--- src/rtl/bru_pkg.sv ---
// ============================================================================
// bru_pkg : funct3 codes and stage payload types for the branch resolve unit
// Rev 1.0
// ============================================================================
`default_nettype none

package bru_pkg;

    // Data fields are sized for the widest supported XLEN; narrower builds
    // zero-extend into them and use only the low XLEN bits.
    localparam int XLEN_MAX = 64;

    localparam logic [2:0] F3_BEQ  = 3'b000;
    localparam logic [2:0] F3_BNE  = 3'b001;
    localparam logic [2:0] F3_BLT  = 3'b100;
    localparam logic [2:0] F3_BGE  = 3'b101;
    localparam logic [2:0] F3_BLTU = 3'b110;
    localparam logic [2:0] F3_BGEU = 3'b111;

    typedef struct packed {
        logic                is_branch;
        logic [2:0]          funct3;
        logic [XLEN_MAX-1:0] rs1;
        logic [XLEN_MAX-1:0] rs2;
        logic [XLEN_MAX-1:0] pc;
        logic [XLEN_MAX-1:0] imm;
        logic                pred_taken;
    } bru_s1_t;

    typedef struct packed {
        logic                is_branch;
        logic                taken;
        logic                mispredict;
        logic                illegal;
        logic [XLEN_MAX-1:0] next_pc;
    } bru_s2_t;

endpackage

`default_nettype wire

--- src/rtl/bru_compare.sv ---
// ============================================================================
// bru_compare : combinational funct3 condition evaluator
// Rev 1.0
// ============================================================================
`default_nettype none

module bru_compare
    import bru_pkg::*;
#(
    parameter int XLEN = 32
) (
    input  logic [2:0]      funct3_i,
    input  logic [XLEN-1:0] rs1_i,
    input  logic [XLEN-1:0] rs2_i,
    output logic            taken_o,
    output logic            illegal_o
);

    logic eq;
    logic lt_s;
    logic lt_u;

    assign eq   = (rs1_i == rs2_i);
    assign lt_s = ($signed(rs1_i) < $signed(rs2_i));
    assign lt_u = (rs1_i < rs2_i);

    always_comb begin
        taken_o   = 1'b0;
        illegal_o = 1'b0;
        case (funct3_i)
            F3_BEQ:  taken_o = eq;
            F3_BNE:  taken_o = !eq;
            F3_BLT:  taken_o = lt_s;
            F3_BGE:  taken_o = !lt_s;
            F3_BLTU: taken_o = lt_u;
            F3_BGEU: taken_o = !lt_u;
            default: illegal_o = 1'b1;
        endcase
    end

endmodule

`default_nettype wire

--- src/rtl/branch_resolve_unit.sv ---
// ============================================================================
// branch_resolve_unit : two-stage branch resolution with valid/ready handshake
// Optional perf counters under BRU_PERF_CNT_EN.  Rev 1.0
// ============================================================================
`default_nettype none

module branch_resolve_unit
    import bru_pkg::*;
#(
    parameter int XLEN       = 32,
    parameter int ILEN_BYTES = 4
) (
    input  logic            clk,
    input  logic            rst,
    input  logic            flush_i,
    input  logic            in_valid_i,
    output logic            in_ready_o,
    input  logic            in_is_branch_i,
    input  logic [2:0]      in_funct3_i,
    input  logic [XLEN-1:0] in_rs1_i,
    input  logic [XLEN-1:0] in_rs2_i,
    input  logic [XLEN-1:0] in_pc_i,
    input  logic [XLEN-1:0] in_imm_i,
    input  logic            in_pred_taken_i,
    output logic            out_valid_o,
    input  logic            out_ready_i,
    output logic            out_taken_o,
    output logic            out_mispredict_o,
    output logic            out_illegal_o,
    output logic [XLEN-1:0] out_next_pc_o
`ifdef BRU_PERF_CNT_EN
    ,
    output logic [31:0]     perf_branches_o,
    output logic [31:0]     perf_mispredicts_o
`endif
);

    logic            s1_valid_q;
    logic            s2_valid_q;
    bru_s1_t         s1_q;
    bru_s1_t         s1_d;
    bru_s2_t         s2_q;
    bru_s2_t         s2_d;
    logic            s1_adv;
    logic            s2_adv;
    logic            cmp_taken;
    logic            cmp_illegal;
    logic            taken;
    logic [XLEN-1:0] target_pc;
    logic [XLEN-1:0] fallthrough_pc;

    assign s2_adv     = !s2_valid_q || out_ready_i;
    assign s1_adv     = !s1_valid_q || s2_adv;
    assign in_ready_o = s1_adv && !flush_i && !rst;

    always_comb begin
        s1_d            = '0;
        s1_d.is_branch  = in_is_branch_i;
        s1_d.funct3     = in_funct3_i;
        s1_d.rs1        = XLEN_MAX'(in_rs1_i);
        s1_d.rs2        = XLEN_MAX'(in_rs2_i);
        s1_d.pc         = XLEN_MAX'(in_pc_i);
        s1_d.imm        = XLEN_MAX'(in_imm_i);
        s1_d.pred_taken = in_pred_taken_i;
    end

    bru_compare #(
        .XLEN (XLEN)
    ) u_compare (
        .funct3_i  (s1_q.funct3),
        .rs1_i     (s1_q.rs1[XLEN-1:0]),
        .rs2_i     (s1_q.rs2[XLEN-1:0]),
        .taken_o   (cmp_taken),
        .illegal_o (cmp_illegal)
    );

    assign taken          = s1_q.is_branch && cmp_taken;
    assign target_pc      = s1_q.pc[XLEN-1:0] + s1_q.imm[XLEN-1:0];
    assign fallthrough_pc = s1_q.pc[XLEN-1:0] + XLEN'(ILEN_BYTES);

    // An empty S1 loads zeros so the outputs read exactly 0 whenever invalid.
    always_comb begin
        s2_d = '0;
        if (s1_valid_q) begin
            s2_d.is_branch  = s1_q.is_branch;
            s2_d.taken      = taken;
            s2_d.mispredict = taken ^ s1_q.pred_taken;
            s2_d.illegal    = s1_q.is_branch && cmp_illegal;
            s2_d.next_pc    = XLEN_MAX'(taken ? target_pc : fallthrough_pc);
        end
    end

    always_ff @(posedge clk) begin
        if (rst || flush_i) begin
            s1_valid_q <= 1'b0;
            s2_valid_q <= 1'b0;
            s2_q       <= '0;
        end else begin
            if (s1_adv) begin
                s1_valid_q <= in_valid_i;
                s1_q       <= s1_d;
            end
            if (s2_adv) begin
                s2_valid_q <= s1_valid_q;
                s2_q       <= s2_d;
            end
        end
    end

    assign out_valid_o      = s2_valid_q;
    assign out_taken_o      = s2_q.taken;
    assign out_mispredict_o = s2_q.mispredict;
    assign out_illegal_o    = s2_q.illegal;
    assign out_next_pc_o    = s2_q.next_pc[XLEN-1:0];

`ifdef BRU_PERF_CNT_EN
    logic [31:0] perf_br_q;
    logic [31:0] perf_mis_q;
    logic        xfer;

    // A transfer coinciding with flush is discarded by the consumer, so it is not counted.
    assign xfer = s2_valid_q && out_ready_i && !flush_i;

    always_ff @(posedge clk) begin
        if (rst) begin
            perf_br_q  <= '0;
            perf_mis_q <= '0;
        end else if (xfer && s2_q.is_branch) begin
            if (perf_br_q != 32'hFFFF_FFFF) begin
                perf_br_q <= perf_br_q + 32'd1;
            end
            if (s2_q.mispredict && (perf_mis_q != 32'hFFFF_FFFF)) begin
                perf_mis_q <= perf_mis_q + 32'd1;
            end
        end
    end

    assign perf_branches_o    = perf_br_q;
    assign perf_mispredicts_o = perf_mis_q;
`else
    logic unused_is_branch;
    assign unused_is_branch = s2_q.is_branch;
`endif

    generate
        if (XLEN < XLEN_MAX) begin : g_pad_sink
            logic unused_pad;
            assign unused_pad = ^{s1_q.rs1[XLEN_MAX-1:XLEN], s1_q.rs2[XLEN_MAX-1:XLEN],
                                  s1_q.pc[XLEN_MAX-1:XLEN], s1_q.imm[XLEN_MAX-1:XLEN],
                                  s2_q.next_pc[XLEN_MAX-1:XLEN]};
        end
    endgenerate

endmodule

`default_nettype wire
--- config.mk ---
export PLATFORM = sky130hd
export DESIGN_NAME = branch_resolve_unit
export DESIGN_NICKNAME = d
export VERILOG_FILES = /design/src/rtl/bru_pkg.sv /design/src/rtl/bru_compare.sv /design/src/rtl/branch_resolve_unit.sv
export SDC_FILE = /design/constraint.sdc
export NUM_CORES = 1
export LEC_CHECK = 0
export ABC_AREA = 1
export BUFFER_PORTS_ARGS = -buffer_cell sky130_fd_sc_hd__clkbuf_2
export CAP_MARGIN = 20
export CORE_ASPECT_RATIO = 1.75
export CORE_MARGIN = 8
export CORE_UTILIZATION = 56
export DETAILED_ROUTE_END_ITERATION = 10
export GPL_TIMING_DRIVEN = 0
export PLACE_DENSITY_LB_ADDON = 0.12
export RECOVER_POWER = 100
export SLEW_MARGIN = 20
export SYNTH_ARGS = -nofsm -noshare
export SYNTH_HDL_FRONTEND = slang
export SYNTH_SLANG_ARGS = --single-unit
--- constraint.sdc ---
create_clock -name clk -period 4.6 [get_ports clk]
set_clock_uncertainty 0.15 [all_clocks]
set_input_delay 0.46 -clock clk [delete_from_list [all_inputs] [get_ports clk]]
set_output_delay 0.46 -clock clk [all_outputs]
set_load 0.02 [all_outputs]
---- Word-level counts from Yosys, hierarchy flattened ----
Index checks and enable logic that the tools add are counted.
cells by class
  bitwise gates (word level) .............. 2
  $add $sub $neg .......................... 2
  magnitude comparators ................... 2
  reduce and logical (&&, ||, !) cells .... 17
  equality and inequality tests ........... 6
  multiplexer cells ....................... 4
operators by type and width
  kind                                                                    number
  67-bit two-way mux                                                      1
  32-bit less-than comparator                                             2
  32-bit by 3-bit adder with 32-bit output (second input constant)        1
  32-bit adder                                                            1
  32-bit equality test                                                    1
  32-bit two-way mux                                                      1
  3-bit equality test (second input constant)                             4
  1-bit logical NOT                                                       7
  1-bit case mux with 6 select lines                                      1
  6-bit OR reduction                                                      1
  1-bit logical AND                                                       4
  3-bit by 1-bit equality test with 1-bit output (second input constant)  1
  3-bit logical NOT                                                       1
  1-bit logical OR                                                        3
  2-bit AND reduction                                                     1
  1-bit two-way mux                                                       1
  1-bit inverter                                                          1
  1-bit XOR                                                               1
storage, ports and cells
  register bits after elaboration ......... 170
  output and inout port bits .............. 37
  logic and storage cells ................. 46

---- Depth between registers and ports, before layout ----
  depth in word-level cells ............... 6
  gate-level depth with buffers ........... 21

---- Hierarchy ----
A second synthesis with hierarchy kept.
unflattened totals
  cell total of the unflattened synthesis .. 1,220
  area, all modules ....................... 9,793.1 µm²
modules (own cells, without submodules)
  module               area each (µm²)  cells an instance  instances
  branch_resolve_unit  8,797.2          1,053              1
  bru_compare          996.0            167                1

---- Least setup slack after synthesis ----
Ideal clock, no wire load.
  path kind ............................... input-to-reg
  from .................................... in out_ready_i
  to ...................................... reg s1_q[0] in the netlist's numbering (enable)
  stages .................................. 5
  data arrival time ....................... 3.416 ns
  path buffers ............................ 1
  library setup time ...................... 0.486 ns
  setup slack ............................. 0.548 ns
  cell sequence ........................... nor2_1 -> clkbuf_1 -> nand2_1 -> nand2_1 -> inv_1
between the ends
  cells in the longest elaborated chain, start to end .. 3
RTL lines
  what                           RTL line                    source
  start: declaration             branch_resolve_unit.sv:26   input logic out_ready_i,
  1-bit logical OR               branch_resolve_unit.sv:52   assign s2_adv = !s2_valid_q || out_ready_i;
  1-bit logical OR               branch_resolve_unit.sv:53   assign s1_adv = !s1_valid_q || s2_adv;
  2-bit AND reduction (no line)  n/a
  end signal: assignment         branch_resolve_unit.sv:101  s1_q <= s1_d;
  end: declaration               branch_resolve_unit.sv:40   bru_s1_t s1_q;
No other way between the ends.
A chain may end at the register's enable or synchronous reset.

---- Final worst setup path ----
  from .................................... reg s1_q[220] in the netlist's numbering
  to ...................................... reg s2_q (netlist bit out_next_pc_o[1])
between the ends
  cells in the longest elaborated chain, start to end .. 6
  elaborated cells between the ends (all ways) .. 10
  those cells by class .................... 2 x order compare; 1 x eq/ne; 3 x mux; 4 x reduce/logical
RTL lines
  what                                                       RTL line                                                 source
  32-bit less-than comparator, or another cell as far along  bru_compare.sv:25                                        assign lt_u = (rs1_i < rs2_i);
  1-bit logical NOT, on equally long branches                bru_compare.sv:36, bru_compare.sv:32, bru_compare.sv:34
  1-bit case mux with 6 select lines (*)                     bru_compare.sv:30                                        case (funct3_i)
  1-bit logical AND (*)                                      branch_resolve_unit.sv:77                                assign taken = s1_q.is_branch && cmp_taken;
  32-bit two-way mux (*)                                     branch_resolve_unit.sv:89                                s2_d.next_pc = XLEN_MAX'(taken ? target_pc : fallthrough_pc);
  67-bit two-way mux (*)                                     branch_resolve_unit.sv:84                                if (s1_valid_q) begin
  end signal: assignment                                     branch_resolve_unit.sv:97                                s2_q <= '0;
  end signal: assignment                                     branch_resolve_unit.sv:105                               s2_q <= s2_d;
  end: declaration                                           branch_resolve_unit.sv:42                                bru_s2_t s2_q;
Every way passes the cells marked *; elsewhere a longest branch is shown, timed or not.

==> results.yml <==
status:
  status: "finished, violations left"
  violations: "capacitance limit, slew limit"
global_route:
  grt_pass1_vias: 8121
  track_usage_pct: 24.3
  antenna_found_initial: 0
  grt_first_pass_wirelength_um: 39300
  overflow: 0
  grt_max_degree: 85
setup_path:
  crit_buf_inv: 2
  crit_slowest_cell: "clkbuf_1"
  worst_setup_path_start_kind: "flop"
  cp_top_family: "simple AND/OR/NAND/NOR gates"
  max_stage_delay_ns: 0.48
  endpoint_kind: "flop"
  r2r_cells: 17
  crit_path_frequent_cell: "nand2_1"
  worstPathArrival_ns: 3.79
  crit_chain: "ha_1 > nand2_1 > nor2_1 > nand2_1 > nor2_1 > nand2_1 > nand2_1 > o21ai_0 > inv_1 > nand2_1 > nor2_2 > nand3_1 > nand2_1 > clkbuf_1 > nand2_1 > nand3_1 > a21oi_1"
  critPathKind: "flop to flop"
  worstSetupPathDepth: 17
  cp_max_fo: 10
  required_ns: 4.77
final_layout:
  final_util_pct: 67.1
  final_nets: 1408
  drive_gt1_share_pct: 16.3
  fillerInstances: 1414
  antennaDiodeCount: 0
  stdcell_area_um2: 11000
  layout.cells.non_filler: 1440
  area_growth_pct: 17.2
drt:
  drt-wirelength-per-cell_um: 17.4
  totalWireLength_um: 25000
  vias_per_cell: 5.32
  drt_iter0_drc: 432
  dr.pass1.iters: 4
  ant_nets: 0
  drc: 0
  via_count: 7655
sta:
  final_hold_viol_count: 0
  max_freq_mhz: 276
  final.min_clock_period_ns: 3.62
  setup_viol_count_final: 0
  post-route-period-util_pct: 78.7
  tns_ns: 0
  rsz0062_at_grt: "no"
  slew_violations: 85
  slew_headroom_pct: -30.9
  worst_pin_slew_ns: 1.96
cts:
  clockBufferDepth: 2
  numCtsBuffers: 17
  cts_setup_buffers: 0
  clock_latency_ns: 0.44
  cts.clk_slew.worst_paths_ns: 0.06
  clock_tree.root_cell: "clkbuf_16"
  cts_resized: 0
  cts_htree_levels: 4
  cts_tree: "built"
  cts.sinks: 170
  cts_hold_buf: 0
synthesis:
  ys_seq_elements: 170
  synth_ff_type: "edfxtp_1"
  synth_area_leaders: "edfxtp_1 43%, nand2_1 8.8%, ha_1 8.5%"
  synthArstFlopShare_pct: 0
  synth.distinct_cells: 38
  syn_avg_cell_area_um2: 9.27
  synth_fp_nets: 1214
  synthesis.instances: 1011
  yosysMostFrequentCell: "nand2_1"
  synth_top_area_share_pct: 42.6
  synth_seq_area_share_pct: 50.5
  synth_area_um2: 9370
  yosysTopAreaCell: "edfxtp_1"
  synth_edf_count: 133
  ys.warnings.count: 0
  synth_commonest_cells: "219 x nand2_1, 133 x edfxtp_1, 110 x inv_1, 89 x a21oi_1, 81 x nand3_1"
pwr:
  power_uw: 3580
  power_density_nw_per_um2: 326
  vdd_drop_max_v: 0.000416
  leakage_uw: 0.00460
floorplan:
  die-height_um: 187
  rows: 62
  core-area_um2: 16400
  die_x_um: 114
  ioPinCount: 175
  dieArea_um2: 21300
  start_util_pct: 57.2
placed_design:
  placed_cells: 1410
  gp_congestion: 0.942
  dpl_cell_area_um2: 10600
  port_buffers: 174
  hpwl_um: 20700
worst_hold_path:
  hold_depth: 1
  hp-class: "input pin to flop"
flow_run:
  drv_cap: 1
per-layer routing:
layer / track usage, % / vias to the layer above / wire length (um)
met2: 46.7 / 236 / 13800
met4: 16.0 / 0 / 1620
li1: - / 3837 / -
met3: 5.75 / 85 / 1170
met1: 21.3 / 3497 / 8410
met5: 0 / - / 0
state kept, by name (all words and copies together) (netlist names):
register          count
out_illegal_o         1
s1_q                133
out_next_pc_o        32
out_taken_o           1
out_valid_o           1
s1_valid_q            1
out_mispredict_o      1
through the flow:
step	hold slack, ns	setup slack [ns]
2_1_floorplan	0.313	0.548
3_3_place_gp	0.303	-0.527
3_5_place_dp	0.305	1.45
4_1_cts	0.0266	1.43
5_1_grt	0.0280	0.707
6_report	0.0428	0.981
final cells by class:
type | instances | area (um2) | share of cell area (%)
sequential | 170 | 4730 | 43.1
multi-input combinational | 708 | 4060 | 37.0
timing repair buffer | 175 | 820 | 7.47
clock buffer | 19 | 433 | 3.94
inverter | 113 | 429 | 3.91
tap | 224 | 280 | 2.55
clock inverter | 11 | 124 | 1.13
buffer | 20 | 95.1 | 0.866
report_power, final:
| group | total, uW | switching [uW] | internal [uW] |
|---|---|---|---|
| registers | 1760 | 33.3 | 1720 |
| clock network | 1350 | 562 | 792 |
| logic | 464 | 291 | 173 |
worst reg2reg max path, cell delays in order (launching register included):
cell,delay (ns)
edfxtp_1,0.37
ha_1,0.31
nand2_1,0.07
nor2_1,0.23
nand2_1,0.16
nor2_1,0.13
nand2_1,0.10
nand2_1,0.06
o21ai_0,0.07
inv_1,0.06
nand2_1,0.06
nor2_2,0.08
nand3_1,0.46
nand2_1,0.41
clkbuf_1,0.48
nand2_1,0.10
nand3_1,0.14
a21oi_1,0.08
cell usage in the layout (no fill, tap or decap), types with 6 or more instances in the layout:
master / netlist / layout
xor2_1: 26 / 26
dfxtp_1: 37 / 37
nor3_1: 23 / 23
ha_1: 64 / 64
xnor2_1: 20 / 20
clkbuf_2: 0 / 130
nand3_2: 19 / 19
inv_1: 110 / 109
nand3_1: 81 / 82
edfxtp_1: 133 / 133
nand2_1: 219 / 221
a21o_1: 6 / 6
o21ai_0: 28 / 29
nor2_1: 74 / 74
clkbuf_16: 0 / 17
nand4_1: 18 / 18
clkbuf_1: 8 / 60
a21oi_1: 89 / 89
final timing paths:
| kind | startpoint | end | slack, ns |
|---|---|---|---|
| worst min register to register | out_next_pc_o[0] | out_next_pc_o[0] | 0.31 |
| worst max register to register | s1_q[220] | out_next_pc_o[1] | 0.98 |
| worst min-delay path | in_pc_i[1] | s1_q[66] | 0.04 |
| worst max-delay path | s1_q[220] | out_next_pc_o[1] | 0.98 |
kinds of logic after synthesis:
| family | count (synthesis) | share of synthesized area (%) |
|---|---|---|
| XOR/XNOR | 46 | 4.30 |
| adder cells (fa/ha/maj) | 65 | 8.76 |
| AND/OR/NAND/NOR | 457 | 22.5 |
| flip-flops | 170 | 50.5 |
| buffers and inverters | 133 | 5.86 |
| AO/OA/AOI/OAI | 140 | 8.03 |
(Power assumes the default switching activity.)
